--- src/rtl/block_lock_ctrl.sv ---
// Block-lock controller for a 20->66 receive gearbox: hunts for sync-header
// alignment by requesting slips, then monitors header quality per window.
module block_lock_ctrl #(
  parameter int LOCK_CNT  = 64,
  parameter int WIN       = 64,
  parameter int BAD_MAX   = 16,
  parameter int SLIP_WAIT = 4
) (
  input  logic        clk,
  input  logic        arst_n,
  input  logic        enable,
  input  logic        sh_valid,
  input  logic [1:0]  sh,
  output logic        slip,
  output logic        block_lock,
  output logic [15:0] slip_count
);

  localparam int GMAX = (LOCK_CNT > WIN) ? LOCK_CNT : WIN;
  localparam int GW   = $clog2(GMAX + 1);
  localparam int BW   = $clog2(BAD_MAX + 1);
  localparam int WW   = $clog2(SLIP_WAIT + 1);

  localparam logic [GW-1:0] LOCK_C = GW'(LOCK_CNT);
  localparam logic [GW-1:0] WIN_C  = GW'(WIN);
  localparam logic [BW-1:0] BAD_C  = BW'(BAD_MAX);
  localparam logic [WW-1:0] WAIT_C = WW'(SLIP_WAIT);

  typedef enum logic [2:0] {
    ST_INIT   = 3'd0,
    ST_HUNT   = 3'd1,
    ST_LOCKED = 3'd2,
    ST_SLIP   = 3'd3,
    ST_WAIT   = 3'd4
  } state_e;

  state_e          state_q, state_d;
  logic [GW-1:0]   good_cnt_q, good_cnt_d;
  logic [BW-1:0]   bad_cnt_q, bad_cnt_d;
  logic [WW-1:0]   wait_cnt_q, wait_cnt_d;
  logic            slip_q, slip_d;
  logic            lock_q, lock_d;
  logic [15:0]     slip_count_q, slip_count_d;

  logic [GW-1:0]   good_inc;
  logic [BW-1:0]   bad_inc;
  logic [WW-1:0]   wait_inc;
  logic            hdr_ok;

  function automatic logic hdr_good(input logic [1:0] h);
    return (h == 2'b01) || (h == 2'b10);
  endfunction

  function automatic logic [15:0] sat_inc16(input logic [15:0] v);
    return (v == 16'hFFFF) ? v : v + 16'd1;
  endfunction

  assign hdr_ok   = hdr_good(sh);
  assign good_inc = good_cnt_q + GW'(1);
  assign bad_inc  = bad_cnt_q + BW'(!hdr_ok);
  assign wait_inc = wait_cnt_q + WW'(1);

  always_comb begin
    state_d      = state_q;
    good_cnt_d   = good_cnt_q;
    bad_cnt_d    = bad_cnt_q;
    wait_cnt_d   = wait_cnt_q;
    slip_d       = slip_q;
    lock_d       = lock_q;
    slip_count_d = slip_count_q;

    if (!enable) begin
      state_d    = ST_INIT;
      slip_d     = 1'b0;
      lock_d     = 1'b0;
      good_cnt_d = '0;
      bad_cnt_d  = '0;
      wait_cnt_d = '0;
    end else begin
      case (state_q)
        ST_INIT: begin
          good_cnt_d = '0;
          bad_cnt_d  = '0;
          wait_cnt_d = '0;
          state_d    = ST_HUNT;
        end

        ST_HUNT: begin
          lock_d = 1'b0;
          if (sh_valid) begin
            if (!hdr_ok) begin
              slip_d  = 1'b1;
              state_d = ST_SLIP;
            end else if (good_inc == LOCK_C) begin
              lock_d     = 1'b1;
              good_cnt_d = '0;
              bad_cnt_d  = '0;
              state_d    = ST_LOCKED;
            end else begin
              good_cnt_d = good_inc;
            end
          end
        end

        // A bad header that exhausts the budget wins over the window boundary.
        ST_LOCKED: begin
          if (sh_valid) begin
            if (!hdr_ok && (bad_inc == BAD_C)) begin
              lock_d     = 1'b0;
              slip_d     = 1'b1;
              good_cnt_d = '0;
              bad_cnt_d  = '0;
              state_d    = ST_SLIP;
            end else if (good_inc == WIN_C) begin
              good_cnt_d = '0;
              bad_cnt_d  = '0;
            end else begin
              good_cnt_d = good_inc;
              bad_cnt_d  = bad_inc;
            end
          end
        end

        ST_SLIP: begin
          slip_d = 1'b1;
          if (sh_valid) begin
            slip_d       = 1'b0;
            slip_count_d = sat_inc16(slip_count_q);
            wait_cnt_d   = '0;
            state_d      = ST_WAIT;
          end
        end

        ST_WAIT: begin
          if (sh_valid) begin
            if (wait_inc == WAIT_C) begin
              wait_cnt_d = '0;
              good_cnt_d = '0;
              bad_cnt_d  = '0;
              state_d    = ST_HUNT;
            end else begin
              wait_cnt_d = wait_inc;
            end
          end
        end

        default: begin
          state_d    = ST_INIT;
          slip_d     = 1'b0;
          lock_d     = 1'b0;
          good_cnt_d = '0;
          bad_cnt_d  = '0;
          wait_cnt_d = '0;
        end
      endcase
    end
  end

  always_ff @(posedge clk or negedge arst_n) begin
    if (!arst_n) begin
      state_q      <= ST_INIT;
      good_cnt_q   <= '0;
      bad_cnt_q    <= '0;
      wait_cnt_q   <= '0;
      slip_q       <= 1'b0;
      lock_q       <= 1'b0;
      slip_count_q <= '0;
    end else begin
      state_q      <= state_d;
      good_cnt_q   <= good_cnt_d;
      bad_cnt_q    <= bad_cnt_d;
      wait_cnt_q   <= wait_cnt_d;
      slip_q       <= slip_d;
      lock_q       <= lock_d;
      slip_count_q <= slip_count_d;
    end
  end

  assign slip       = slip_q;
  assign block_lock = lock_q;
  assign slip_count = slip_count_q;

endmodule

--- config.mk ---
export PLATFORM = sky130hd
export DESIGN_NAME = block_lock_ctrl
export DESIGN_NICKNAME = d
export VERILOG_FILES = /design/src/rtl/block_lock_ctrl.sv
export SDC_FILE = /design/constraint.sdc
export NUM_CORES = 1
export LEC_CHECK = 0
export CORE_MARGIN = 2
export CORE_UTILIZATION = 30
export CTS_CLUSTER_SIZE = 30
export DETAILED_ROUTE_END_ITERATION = 10
export GPL_TIMING_DRIVEN = 0
export PLACE_DENSITY = 0.48
export SKIP_LAST_GASP = 1
export SYNTH_ARGS = -nofsm -noshare
export SYNTH_HDL_FRONTEND = slang
export SYNTH_SLANG_ARGS = --single-unit
--- constraint.sdc ---
create_clock -name clk -period 4.63 [get_ports clk]
set_input_delay 0.926 -clock clk [delete_from_list [all_inputs] [get_ports clk]]
set_output_delay 0.926 -clock clk [all_outputs]
set_load 0.1 [all_outputs]
Yosys cells after proc, flatten, opt, wreduce, memory -nomap -nowiden
Index checks and enable logic that the tools add are counted.

word-level totals
  bits in registers = 36

cells by class
  bitwise operators = 1
  $add $sub $neg = 4
  reductions and logical operators = 14
  equality and inequality tests = 24
  muxes and demuxes = 48

operators by type and width
  cell                                                  count
  two-way mux 7 bit                                     8
  two-way mux 5 bit                                     9
  two-way mux 3 bit                                     13
  one-hot mux 7 bit (4 select lines)                    1
  inequality test 3 bit (second input constant)         9
  one-hot mux 5 bit (4 select lines)                    1
  adder 16 x 1 -> 16 bit (second input constant)        1
  equality test 16 bit (second input constant)          1
  one-hot mux 3 bit (5 select lines)                    1
  AND reduction 7 bit                                   2
  two-way mux 1 bit                                     12
  one-hot mux 3 bit (3 select lines)                    1
  inequality test 2 bit (second input constant)         4
  adder 7 x 1 -> 7 bit (second input constant)          1
  equality test 7 bit (second input constant)           1
  equality test 3 x 2 -> 1 bit (second input constant)  2
  equality test 3 bit (second input constant)           2
  AND reduction 3 bit                                   2
  AND reduction 6 bit                                   1
  adder 5 x 1 -> 5 bit                                  1
  equality test 5 bit (second input constant)           1
  AND reduction 5 bit                                   1
  inequality test 4 bit (second input constant)         1
  one-hot mux 1 bit (4 select lines)                    1
  other kinds (13)                                      14

Longest topological paths before layout
Gate-level depths: netlist (run 1).

  depth in word-level cells = 10
  gate-level depth with buffers = 9
  depth with buffers taken out = 9

Least setup slack after synthesis (run 1)
OpenSTA, ideal clock, no wires.

  kind = input -> register
  start = in sh[1]
  end = reg good_cnt_q[3]
  setup slack = 1.748 ns
  stages = 9
  library setup time = 0.065 ns
  arrival = 2.817 ns
  path through = xor2_2 inv_2 ha_1 ha_1 xnor2_1 and4_2 a211oi_1 and2b_2 a31o_1

between the ends
  word-level cells in the longest chain between the ends = 10

ends and longest elaborated chain
  element                                                              RTL line  source
  start, declared                                                      13        input logic [1:0] sh,
  equality test 2 x 1 -> 1 bit or equality test 2 bit (tied branches)  51        return (h == 2'b01) || (h == 2'b10);
  logical OR 1 bit *                                                   51
  zero test 1 bit                                                      60, 108
  adder 5 x 1 -> 5 bit                                                 60        assign bad_inc = bad_cnt_q + BW'(!hdr_ok);
  equality test 5 bit                                                  108       if (!hdr_ok && (bad_inc == BAD_C)) begin
  logical AND 1 bit                                                    108
  two-way mux 7 bit                                                    108
  two-way mux 7 bit                                                    107       if (sh_valid) begin
  one-hot mux 7 bit (4 select lines)                                   80        case (state_q)
  two-way mux 7 bit                                                    72        if (!enable) begin
  end signal, assigned                                                 170       good_cnt_q <= good_cnt_d;
  end, declared                                                        38        logic [GW-1:0] good_cnt_q, good_cnt_d;

Every way passes the cells marked *; elsewhere a longest branch is shown, timed or not. The select of a mux whose other input is x is not followed.
A chain may end at the register's enable or synchronous reset.

Worst setup path in the final report (run 1)
Same ends and word-level chain as after synthesis.

==> results of run 1 <==
## Yosys cell counts (7+ instances only)
master,count,area (um^2)
dfrtp_1,36,901
nor2_1,22,82.6
nand2_1,15,56.3
nand3_1,13,65.1
inv_1,10,37.5
xor2_1,10,87.6
xnor2_1,9,78.8
a22o_1,8,70.1
a21oi_1,7,35.0
nor3_1,7,35.0
## area by class of cell
cell class / count / area, um^2
plain buffers: 6 / 42.5
fillers: 752 / 4520
inverters: 11 / 41.3
flip-flops and latches: 36 / 901
clock inverters: 1 / 30.0
clock buffers: 7 / 96.3
well taps: 99 / 124
repair buffers: 24 / 245
multi-input cells: 179 / 1250
## per-layer routing
layer  vias up  routed length (um)  GRT usage (%)
li1        909                   -              -
met1       849                2510           18.0
met2        40                2220           19.7
met3         9                 223           3.42
met4         0                  93           4.23
met5         -                   0              0
## placed cells by master (no fill, tap or decap), types with 5 or more instances in the layout
| master | Yosys | routed |
|---|---|---|
| clkbuf_8 | 0 | 7 |
| a22o_1 | 8 | 8 |
| dfrtp_1 | 36 | 36 |
| inv_1 | 10 | 10 |
| nand3_1 | 13 | 13 |
| and3_1 | 6 | 6 |
| nor3_1 | 7 | 7 |
| nand2_1 | 15 | 15 |
| nor2_1 | 22 | 22 |
| a21oi_1 | 7 | 7 |
| xor2_1 | 10 | 10 |
| clkdlybuf4s50_1 | 0 | 22 |
| xnor2_1 | 9 | 9 |
| nand4_1 | 5 | 5 |
| ha_1 | 6 | 6 |
| o21ai_0 | 6 | 6 |
| o211ai_1 | 5 | 5 |
## worst paths after layout
kind	startpoint	to	slack, ns	depth (start not counted)
hold reg to reg	slip_count[10]$_DFFE_PN0P_	slip_count[10]$_DFFE_PN0P_	0.49	1
hold / removal	slip_count[10]$_DFFE_PN0P_	slip_count[10]$_DFFE_PN0P_	0.49	1
setup reg to reg	bad_cnt_q[0]$_DFFE_PN0P_	good_cnt_q[3]$_DFFE_PN0P_	2.24	7
max in group asynchronous	arst_n	slip_count[8]$_DFFE_PN0P_	3.64	2
min in group asynchronous	arst_n	bad_cnt_q[4]$_DFFE_PN0P_	0.54	1
setup / recovery	sh[1]	good_cnt_q[3]$_DFFE_PN0P_	1.14	10
## state kept, by name, summed over array words and instances, names as in the netlist
| signal | count |
|---|---|
| slip_count | 16 |
| wait_cnt_q | 3 |
| state_q | 3 |
| bad_cnt_q | 5 |
| good_cnt_q | 7 |
| slip | 1 |
| block_lock | 1 |
## kinds of logic (layout without fill, tap and decap cells)
logic type	after synthesis	after routing
DFF	36	36
xor gates and xnor gates	20	20
buffers and inverters	17	49
muxes	7	7
AOI/OAI and AO/OA	53	53
adders and majority gates	6	6
and+or+nand+nor	93	93
## power by group
part	internal, mW	switching, mW	total, mW
logic	0.147	0.253	0.401
clock network	0.190	0.122	0.313
registers	0.339	0.0254	0.364
total	0.676	0.401	1.08
## per-stage QoR
step | cell area, um^2 | total power, mW | cells
6_report | 2730 | 1.08 | 363
5_1_grt | 2730 | 1.14 | 363
4_1_cts | 2730 | 1.09 | 363
3_5_place_dp | 2610 | 0.772 | 355
3_3_place_gp | 2590 | 0.775 | 354
2_1_floorplan | 2240 | 0.677 | 232
==> run metrics, run 1 <==
Post-Synthesis Net Count 244; main combinational cell family by area after synthesis simple AND/OR/NAND/NOR gates; hold violation total from the final report 0; part of the cycle the worst path needs between 70% and 80%; Sinks on Clock Net 36; clock tree from TritonCTS yes; fraction of the core area covered by cells at the end of the flow 37.7%; most used flip-flop cell after synthesis dfrtp_1; clock root buffer clkbuf_8; gate family responsible for the most delay along the worst path compound AO/OA/AOI/OAI gates; Worst Clk Skew 0.00636 ns; first-pass GRT wire length 8560 um; syn_area_per_cell 9.64 um^2; Crit. End Element flop; setup TNS 0 ns; clock latency reported for the late side of the worst-skew pair 0.29 ns; status finished clean; number of pins with negative max-slew slack in the final report 0; final routed wirelength across all metal layers between 5000 and 6000 um; hold bufs inserted after CTS 0; number of post-CTS setup repair buffers 0; maximum buffer depth of the clock tree 2; cell type with the highest occurrence count on the critical path ha_1; number of warnings issued by yosys 0; adder-cell area share of the yosys netlist 3.36%; layout cells sized above 1 11.4%; Post-synth EDFFs 0; DIE HEIGHT between 90 and 100 um; placeable core region 7250 um^2; startpoint-to-endpoint class of the critical path input port to flop; Async S/R FF share, synth 100%; xor and xnor area share after synthesis 8.17%; detailed-route via count approximately 1800; overall routing resource usage 13.0%; worst min-delay path class flop to flop; Min Hold Slack roughly 0.5 ns; Mapped Area 2240 um^2; total leakage power 1.24 nW; nets 275; cell row count 31; remaining design rule violation count 0; antenna fix cells 0; maximum number of pins on one net before global-route repair 23; Worst IR Drop VDD roughly 0.23 mV; clk slew on worst S/H paths 0.07 ns; number of antenna violations at the first check in global routing 0; highest-delay cell along the critical path a211oi_1; setup repair after global routing missed its margin false; Worst Path Arrival 3.72 ns; global route total overflow 0; final setup fails 0; worst slew pin tran 0.988 ns; Max Freq 0.287 GHz; number of maximum-capacitance constraint violations 0; Port Buffers 23; share of the yosys chip area belonging to registers 40.3%; initial core utilization a little under a third; worst path buffer plus inverter count 2; width of the die 90.3 um; violation count after the first detailed-routing iteration 77; flip-flop and latch count after synthesis 36; io pins 24; Cell variety after synth between 60 and 70; Worst path max stage delay 0.56 ns; hpwl dp 3730 um; Layout Area Growth over Synthesis 22.2%; data required time at the worst endpoint slightly below 5 ns; number of global-route vias before repair 1753; share of cell area taken by muxes after synthesis 3.30%; ordered cell list for the critical path clkdlybuf4s50_1 -> xor2_2 -> inv_2 -> ha_1 -> ha_1 -> xnor2_1 -> and4_2 -> a211oi_1 -> and2b_2 -> a31o_1; via density per instance 4.98; largest fanout of any net on the critical path 7; GPL Wtd Cong 0.768; worst max-slew margin expressed relative to the limit 33.9%; power density cells 394 nW/um^2; H-tree depth reported by CTS 2; number of buffers created by CTS 5; final worst-path setup slack 1.14 ns; post-detailed-route wirelength per cell 13.9 um; DR pass1 iterations 4; remaining antenna violation count 0; clock period minus final worst setup slack roughly 3.5 ns; area fraction in and, or, nand and nor cells after synthesis 22.9%; critical path launch point type input port; gate count after technology mapping 232; die outline area roughly 8000 um^2; compound-cell area share of the yosys netlist 18.2%; # resized after CTS 0; setup slack at placement around 0.82 ns
(Power assumes the default switching activity.)
==> run 2, diff against run 1 <==
Clock period 4.63 ns to 3.4 ns, I/O delays scaled along.
==> run metrics, run 2 (synthesis results as in run 1) <==
status finished clean; number of flip-flops under the largest register name 16; clock tree from TritonCTS yes; DR pass1 iterations 4; Port Buffers 23; leading cell type in the layout, fill and taps excluded dfrtp_1; commonest cells after routing, fill and taps aside dfrtp_1 (36), nor2_1 (22), clkdlybuf4s50_1 (22); worst reg2reg path depth 7; via density per instance 4.98; number of pins with negative max-slew slack in the final report 0; number of post-CTS setup repair buffers 0; Worst Clk Skew 0.00605 ns; Sinks on Clock Net 36; number of buffers created by CTS 5; Worst IR Drop VDD ~0.31 mV; final routed wirelength across all metal layers around 5000 um; largest fanout of any net on the critical path 7; Max Freq 0.321 GHz; cell row count 31; overall routing resource usage between 10 and 15%; placeable core region slightly above 7000 um^2; antenna fix cells 0; GPL Wtd Cong 0.768; maximum buffer depth of the clock tree 2; remaining antenna violation count 0; final setup fails 0; FF-to-FF Start bad_cnt_q[0]$_DFFE_PN0P_; H-tree depth reported by CTS 2; critical path launch point type input port; data required time at the worst endpoint 3.63 ns; total leakage power 1.24 nW; hpwl dp between 3000 and 4000 um; clock period minus final worst setup slack about 3.1 ns; number of antenna violations at the first check in global routing 0; part of the cycle the worst path needs 91.6%; power density cells 537 nW/um^2; maximum number of pins on one net before global-route repair 23; first-pass GRT wire length ~8600 um; number of global-route vias before repair 1753; layout cells sized above 1 11.7%; Layout Area Growth over Synthesis 22.4%; DIE HEIGHT 90.3 um; worst max-slew margin expressed relative to the limit around a third; initial core utilization 30.8%; clock root buffer clkbuf_8; clock latency reported for the late side of the worst-skew pair 0.29 ns; Power, Total approximately 1.5 mW; startpoint-to-endpoint class of the critical path input port to flop; power dissipated by switching net loads 0.546 mW; die outline area 8160 um^2; io pins 24; nets 275; clk slew on worst S/H paths 0.08 ns; global route total overflow 0; worst min-delay path class input port to async pin; setup TNS 0 ns; hold violation total from the final report 0; Worst Path Arrival 3.34 ns; internal power consumption 0.923 mW; detailed-route via count 1809; hold bufs inserted after CTS 0; setup repair after global routing missed its margin false; R2R Setup Slk 1.13 ns; violation count after the first detailed-routing iteration 98; Comb pwr share 37.3%; width of the die 90.3 um; number of maximum-capacitance constraint violations 0; switching power as a share of total power 37.2%; Min Hold Slack 0.295 ns; remaining design rule violation count 0; part of the power in registers 33.8%; post-detailed-route wirelength per cell between 10 and 15 um; worst slew pin tran just under 1 ns; # resized after CTS 0; clock network fraction of design power 29.0%; Crit. End Element flop; worst r2r dst state_q[0]$_DFFE_PN0P_
-- run 2: cell types whose count changed in the layout (fill, tap and decap cells not counted) --
cell and change:
a211oi_1 -1, a211oi_2 +1
-- run 2: critical path: stages --
cell and delay, ns:
clkdlybuf4s50_1 0.50, xor2_2 0.23, inv_2 0.12, ha_1 0.24, ha_1 0.27, xnor2_1 0.15
o2bb2ai_1 0.38, nand4_1 0.26, o311ai_0 0.32, mux2_1 0.20
-- run 2: worst max-delay path by stage --
stage | from | end | slack [ns] | depth (start not counted)
after floorplan | sh[1] | good_cnt_q[3]$_DFFE_PN0P_ | 0.76 | 9
after global placement | sh[1] | good_cnt_q[3]$_DFFE_PN0P_ | -0.19 | 10
after detailed placement | sh[0] | good_cnt_q[3]$_DFFE_PN0P_ | -0.16 | 10
after CTS | sh[0] | good_cnt_q[3]$_DFFE_PN0P_ | 0.13 | 10
after global routing | sh[0] | state_q[0]$_DFFE_PN0P_ | 0.1 | 10
final | sh[1] | state_q[0]$_DFFE_PN0P_ | 0.29 | 10
-- run 2: routing by layer --
layer	wire length [um]	vias to the layer above	global-route usage (%)	part of all wire, %
met1	2500	851	18.0	50
li1	-	907	-	-
met2	2220	42	19.7	44
met5	0	-	0	0
met4	93	0	4.23	1.8
met3	217	9	3.42	4.3
-- run 2: per-stage QoR --
step / worst slack, ns / utilization [%] / area, um^2 / std cells
global route: 0.0999 / 37.7 / 2740 / 363
floorplan: 0.764 / - / 2240 / 232
detailed placement: -0.161 / 35.9 / 2610 / 355
finish: 0.287 / 37.7 / 2740 / 363
global placement: -0.191 / 35.7 / 2590 / 354
CTS: 0.127 / 37.7 / 2730 / 363
-- run 2: area by class of cell --
cell class,count,area (um^2)
Clock buffer,7,96.3
Sequential cell,36,901
Inverter,11,41.3
Timing Repair Buffer,24,245
Multi-Input combinational cell,179,1260
Fill cell,751,4520
Buffer,6,42.5
Tap cell,99,124
Clock inverter,1,30.0
-- run 2: power groups by stage --
stage / Sequential (mW) / Clock (mW) / Combinational, mW
4_1_cts: 0.495 / 0.439 / 0.551
5_1_grt: 0.501 / 0.454 / 0.605
3_5_place_dp: 0.504 / 0 / 0.548
6_report: 0.496 / 0.425 / 0.547
3_3_place_gp: 0.504 / 0 / 0.552
2_1_floorplan: 0.598 / 0 / 0.324
